==> config.mk <==
export PLATFORM = sky130hd
export DESIGN_NAME = gamepad_shift_receiver
export DESIGN_NICKNAME = d
export VERILOG_FILES = /design/src/rtl/gamepad_pkg.sv /design/src/rtl/sync2.sv /design/src/rtl/gamepad_shift_receiver.sv
export SDC_FILE = /design/constraint.sdc
export NUM_CORES = 1
export LEC_CHECK = 0
export CORE_ASPECT_RATIO = 1.25
export CORE_UTILIZATION = 42
export CTS_BUF_LIST = sky130_fd_sc_hd__clkbuf_8
export DETAILED_ROUTE_END_ITERATION = 8
export REMOVE_ABC_BUFFERS = 1
export SYNTH_ARGS = -nofsm -noshare
export SYNTH_HDL_FRONTEND = slang
export SYNTH_SLANG_ARGS = --single-unit
export TNS_END_PERCENT = 20
==> constraint.sdc <==
create_clock -name clk -period 3.3 [get_ports clk]
set_clock_uncertainty 0.2 [all_clocks]
set_input_delay 0.66 -clock clk [delete_from_list [all_inputs] [get_ports clk]]
set_output_delay 0.66 -clock clk [all_outputs]
set_load 0.03 [all_outputs]
==> src/rtl/gamepad_pkg.sv <==
// Shared constants for the gamepad shift receiver: default frame width and
// the bit position of each button within a received frame.
package gamepad_pkg;

  localparam int NBITS_DEFAULT = 12;

  localparam int BTN_B      = 0;
  localparam int BTN_Y      = 1;
  localparam int BTN_SELECT = 2;
  localparam int BTN_START  = 3;
  localparam int BTN_UP     = 4;
  localparam int BTN_DOWN   = 5;
  localparam int BTN_LEFT   = 6;
  localparam int BTN_RIGHT  = 7;
  localparam int BTN_A      = 8;
  localparam int BTN_X      = 9;
  localparam int BTN_L      = 10;
  localparam int BTN_R      = 11;

endpackage

==> src/rtl/sync2.sv <==
// Two-flop synchronizer for a single asynchronous input bit; both flops
// clear to 0 under synchronous active-low reset.
module sync2 (
  input  logic clk,
  input  logic rst_n,
  input  logic d,
  output logic q
);

  logic meta;

  always_ff @(posedge clk) begin
    if (!rst_n) begin
      meta <= 1'b0;
      q    <= 1'b0;
    end else begin
      meta <= d;
      q    <= meta;
    end
  end

endmodule

==> src/rtl/gamepad_shift_receiver.sv <==
// Receives latch/clock/data frames from a gamepad Pmod, validates them and
// publishes the last accepted button state with a presence watchdog.
module gamepad_shift_receiver
  import gamepad_pkg::*;
#(
  parameter int NBITS  = NBITS_DEFAULT,
  parameter int WDOG_W = 20
) (
  input  logic             clk,
  input  logic             rst_n,
  input  logic             pmod_latch,
  input  logic             pmod_clk,
  input  logic             pmod_data,
  output logic [NBITS-1:0] buttons,
  output logic             up,
  output logic             down,
  output logic             left,
  output logic             right,
  output logic             start,
  output logic             select,
  output logic             is_present,
  output logic             frame_valid
);

  localparam int CNT_W = $clog2(NBITS + 1);
  localparam logic [CNT_W-1:0] CNT_FULL = CNT_W'(NBITS);

  logic latch_s, clk_s, data_s;
  logic latch_d, clk_d, data_d;
  logic latch_fall, clk_rise;
  logic [NBITS-1:0]  shreg;
  logic [CNT_W-1:0]  bit_cnt;
  logic [WDOG_W-1:0] wdog;
  logic              frame_full;
  logic              frame_accept;
  logic              frame_empty;

  sync2 u_sync_latch (.clk(clk), .rst_n(rst_n), .d(pmod_latch), .q(latch_s));
  sync2 u_sync_clk   (.clk(clk), .rst_n(rst_n), .d(pmod_clk),   .q(clk_s));
  sync2 u_sync_data  (.clk(clk), .rst_n(rst_n), .d(pmod_data),  .q(data_s));

  assign frame_full   = latch_fall && (bit_cnt == CNT_FULL);
  assign frame_accept = frame_full && (shreg != '1);
  assign frame_empty  = frame_full && (shreg == '1);

  // Edge pulses are registered, which puts the button update exactly four
  // clocks after the pin edge; data_d keeps the sampled bit aligned with them.
  always_ff @(posedge clk) begin
    if (!rst_n) begin
      latch_d     <= 1'b0;
      clk_d       <= 1'b0;
      data_d      <= 1'b0;
      latch_fall  <= 1'b0;
      clk_rise    <= 1'b0;
      shreg       <= '0;
      bit_cnt     <= '0;
      wdog        <= '0;
      buttons     <= '0;
      is_present  <= 1'b0;
      frame_valid <= 1'b0;
    end else begin
      latch_d     <= latch_s;
      clk_d       <= clk_s;
      data_d      <= data_s;
      latch_fall  <= latch_d & ~latch_s;
      clk_rise    <= clk_s & ~clk_d;
      frame_valid <= 1'b0;

      if (wdog != '1) begin
        wdog <= wdog + 1'b1;
      end else begin
        buttons    <= '0;
        is_present <= 1'b0;
      end

      // A latch edge wins over a coincident bit clock, so that bit is dropped.
      if (latch_fall) begin
        bit_cnt <= '0;
        if (frame_accept) begin
          buttons     <= shreg;
          is_present  <= 1'b1;
          frame_valid <= 1'b1;
          wdog        <= '0;
        end else if (frame_empty) begin
          buttons    <= '0;
          is_present <= 1'b0;
        end
      end else if (clk_rise) begin
        shreg <= {data_d, shreg[NBITS-1:1]};
        if (bit_cnt != CNT_FULL) begin
          bit_cnt <= bit_cnt + 1'b1;
        end
      end
    end
  end

  assign up     = buttons[BTN_UP];
  assign down   = buttons[BTN_DOWN];
  assign left   = buttons[BTN_LEFT];
  assign right  = buttons[BTN_RIGHT];
  assign start  = buttons[BTN_START];
  assign select = buttons[BTN_SELECT];

endmodule

==> flow_summary.ini <==
[outcome]
outcome = finished with violations
violations = design-rule violations

[floorplan]
num_rows = 30
die_w_um = 70.63
die_area_um2 = 6199
die_y_um = 87.78
io_pins = 25
initial_core_util = 0.4450
core_area_um2 = 5555

[place]
routabilityCongestion = 0.7659
dp_hpwl_um = 3290
port_buffers = 24
dp.cells = 343

[setup_path]
reg2regPathDepth = 4
worstPathMaxFanout = 13
critPathArrivalTime_ns = 2.55
reg2reg_to = buttons[4]$_SDFF_PN0_
crit_type = flip-flop to flip-flop
crit_required_ns = 3.33
crit_path_start_kind = flip-flop
r2r-start = wdog[8]$_SDFF_PN0_
r2r_setup_slack_ns = 0.78
endpoint_kind = flip-flop

[global_route]
antenna_found_initial = 0
grt_pass1_wl_um = 8618
grt_pass1_vias = 1891
grt_overflow = 0
gr-usage-all-layers = 0.1802
grt_max_degree = 23

[cts]
cts_made_buffers = 9
clk_latency_ns = 0.34
clkTransAtPathRegs_ns = 0.07
postCtsSetupBuffers = 0
hold_buffers = 0
cts_tree = yes
cts-htree-levels = 3
cts-root-buf = clkbuf_8
cts_buffer_depth = 2
postCtsResizedCells = 0
clock_sinks = 61

[synth]
ys_warn_count = 0
avgSynthCellArea_um2 = 9.157
synth_ff_type = dfxtp_1
yosys_register_bits = 61
ys_top_cells_by_area = dfxtp_1 49%, nand2_1 5.5%, a21oi_1 4.7%
synth_top_area_frac = 0.4939
syn_inst = 270
synth_most_common_cell = dfxtp_1
ys_types = 42
synthArstFlopShare = 0
seq_area_frac_synth = 0.4939
synth_top_area_cell = dfxtp_1
synth.top_cells.by_count = 61 x dfxtp_1, 36 x nand2_1, 23 x a21oi_1, 14 x nand3_1, 12 x a22o_1
synth_edf_count = 0
synth_area_um2 = 2472

[layout]
n_antenna_cell = 0
areaGrowthSynthToFinish_pct = 17.86
fillers = 524
stdcell_count = 359
drive_above_1_share = 0.07458
final_nets = 298

[detailed_routing]
dr_total_vias = 1986
drc = 12
drt_first_pass_iters = 8
avgViaCountPerCell = 5.532
avgRoutedWirePerCell_um = 13.52
routed_wl_um = 4852
postRouteAntennaNets = 0
drt_iter0_drc = 131

[power_and_ir_drop]
p_per_area_nw_per_um2 = 490.9
p_leak_nw = 1.005
ir_drop_v = 0.0002183

[timing]
fmaxAchievable_mhz = 396.5
slew_violations = 0
hold_violations = 0
setup_viol = 0
tns_ns = 0
worst_pin_slew_ns = 0.8324
relSlewSlack = 0.4440
period_needed_ns = 2.522
rsz0062_at_grt = false
period_share = 0.7643

[min_path]
hold_path_class = flip-flop to flip-flop
min_to = clk_rise$_SDFF_PN0_
hold_path_depth = 1
worst_hold_startpoint = clk_d$_SDFF_PN0_

[flow_run]
drv_cap = 0
where the power goes:
group	internal, mW	total (mW)	switching [mW]
sequential	0.745	0.751	0.00619
clock	0.361	0.644	0.283
combinational	0.0146	0.0354	0.0209
area by class of cell:
class                           instances  area (um2)  area share
Clock inverter                          6       55.05     0.01889
Sequential cell                        61        1221      0.4191
Multi-Input combinational cell        183        1120      0.3843
Tap cell                               64       80.08     0.02748
Inverter                                6       22.52    0.007729
Clock buffer                           10       137.6     0.04723
Timing Repair Buffer                   29       277.8     0.09532
routing by layer:
metal  vias to the layer above  part of all wire  GRT usage
met5                         -                 0          0
met4                         0             0.016    0.08364
met3                         9             0.038    0.05984
met2                        40              0.47     0.3054
met1                       923              0.47     0.2079
li1                       1014                 -          -
worst max path at each step:
stage	end	start	slack, ns	cells past startpoint
5_1_grt	buttons[4]$_SDFF_PN0_	wdog[8]$_SDFF_PN0_	0.64	4
3_5_place_dp	buttons[4]$_SDFF_PN0_	wdog[8]$_SDFF_PN0_	0.78	4
6_report	buttons[4]$_SDFF_PN0_	wdog[8]$_SDFF_PN0_	0.78	4
3_3_place_gp	buttons[4]$_SDFF_PN0_	wdog[8]$_SDFF_PN0_	0.83	4
2_1_floorplan	buttons[0]$_SDFF_PN0_	wdog[8]$_SDFF_PN0_	1.04	4
4_1_cts	buttons[4]$_SDFF_PN0_	wdog[8]$_SDFF_PN0_	0.75	4
placed cells by master (no fill, tap or decap), types with 4 or more instances in the layout:
master,n
mux2i_1,6
nor3_1,5
o31ai_1,4
nand4_1,11
dfxtp_1,61
nand3_1,14
a31oi_1,6
inv_1,8
clkdlybuf4s50_1,24
clkbuf_8,10
a22o_1,12
nand3b_1,5
buf_4,5
and2_1,9
nor2_1,10
or4_1,4
nand2_1,36
a21oi_1,23
per-stage QoR:
stage                     total power [mW]  area, um2    util  setup WS (ns)  hold WS [ns]
final                                1.431       2914  0.5246         0.7778        0.1915
after global routing                 1.488       2914  0.5246         0.6375        0.2097
after CTS                            1.444       2914  0.5246         0.7540        0.1920
after detailed placement            0.8031       2721  0.4899         0.7788        0.1823
after global placement              0.8020       2721  0.4899         0.8268        0.1716
after floorplan                     0.7859       2364       -          1.044        0.1674
kinds of logic after synthesis:
group | Yosys count | share of synthesized area
AOI/OAI and AO/OA | 59 | 0.1584
xor gates and xnor gates | 3 | 0.01063
DFF | 61 | 0.4939
adders and majority gates | 3 | 0.01518
buffers and inverters | 26 | 0.05313
muxes | 6 | 0.02429
and+or+nand+nor | 112 | 0.2444
sequential cells by signal (all words and copies together) (netlist names):
name / count
u_sync_latch.q: 1
latch_d: 1
latch_fall: 1
buttons: 12
frame_valid: 1
is_present: 1
data_d: 1
bit_cnt: 4
wdog: 20
u_sync_clk.q: 1
clk_rise: 1
u_sync_latch.meta: 1
clk_d: 1
u_sync_clk.meta: 1
shreg: 12
u_sync_data.meta: 1
u_sync_data.q: 1
worst max-delay path, stage by stage, from the launching register on:
cell     delay, ns
dfxtp_1       0.40
nand4_1       0.39
or4_4         0.69
o31a_1        0.43
a22o_1        0.29
Note: power is estimated with default switching activity, not from simulation.
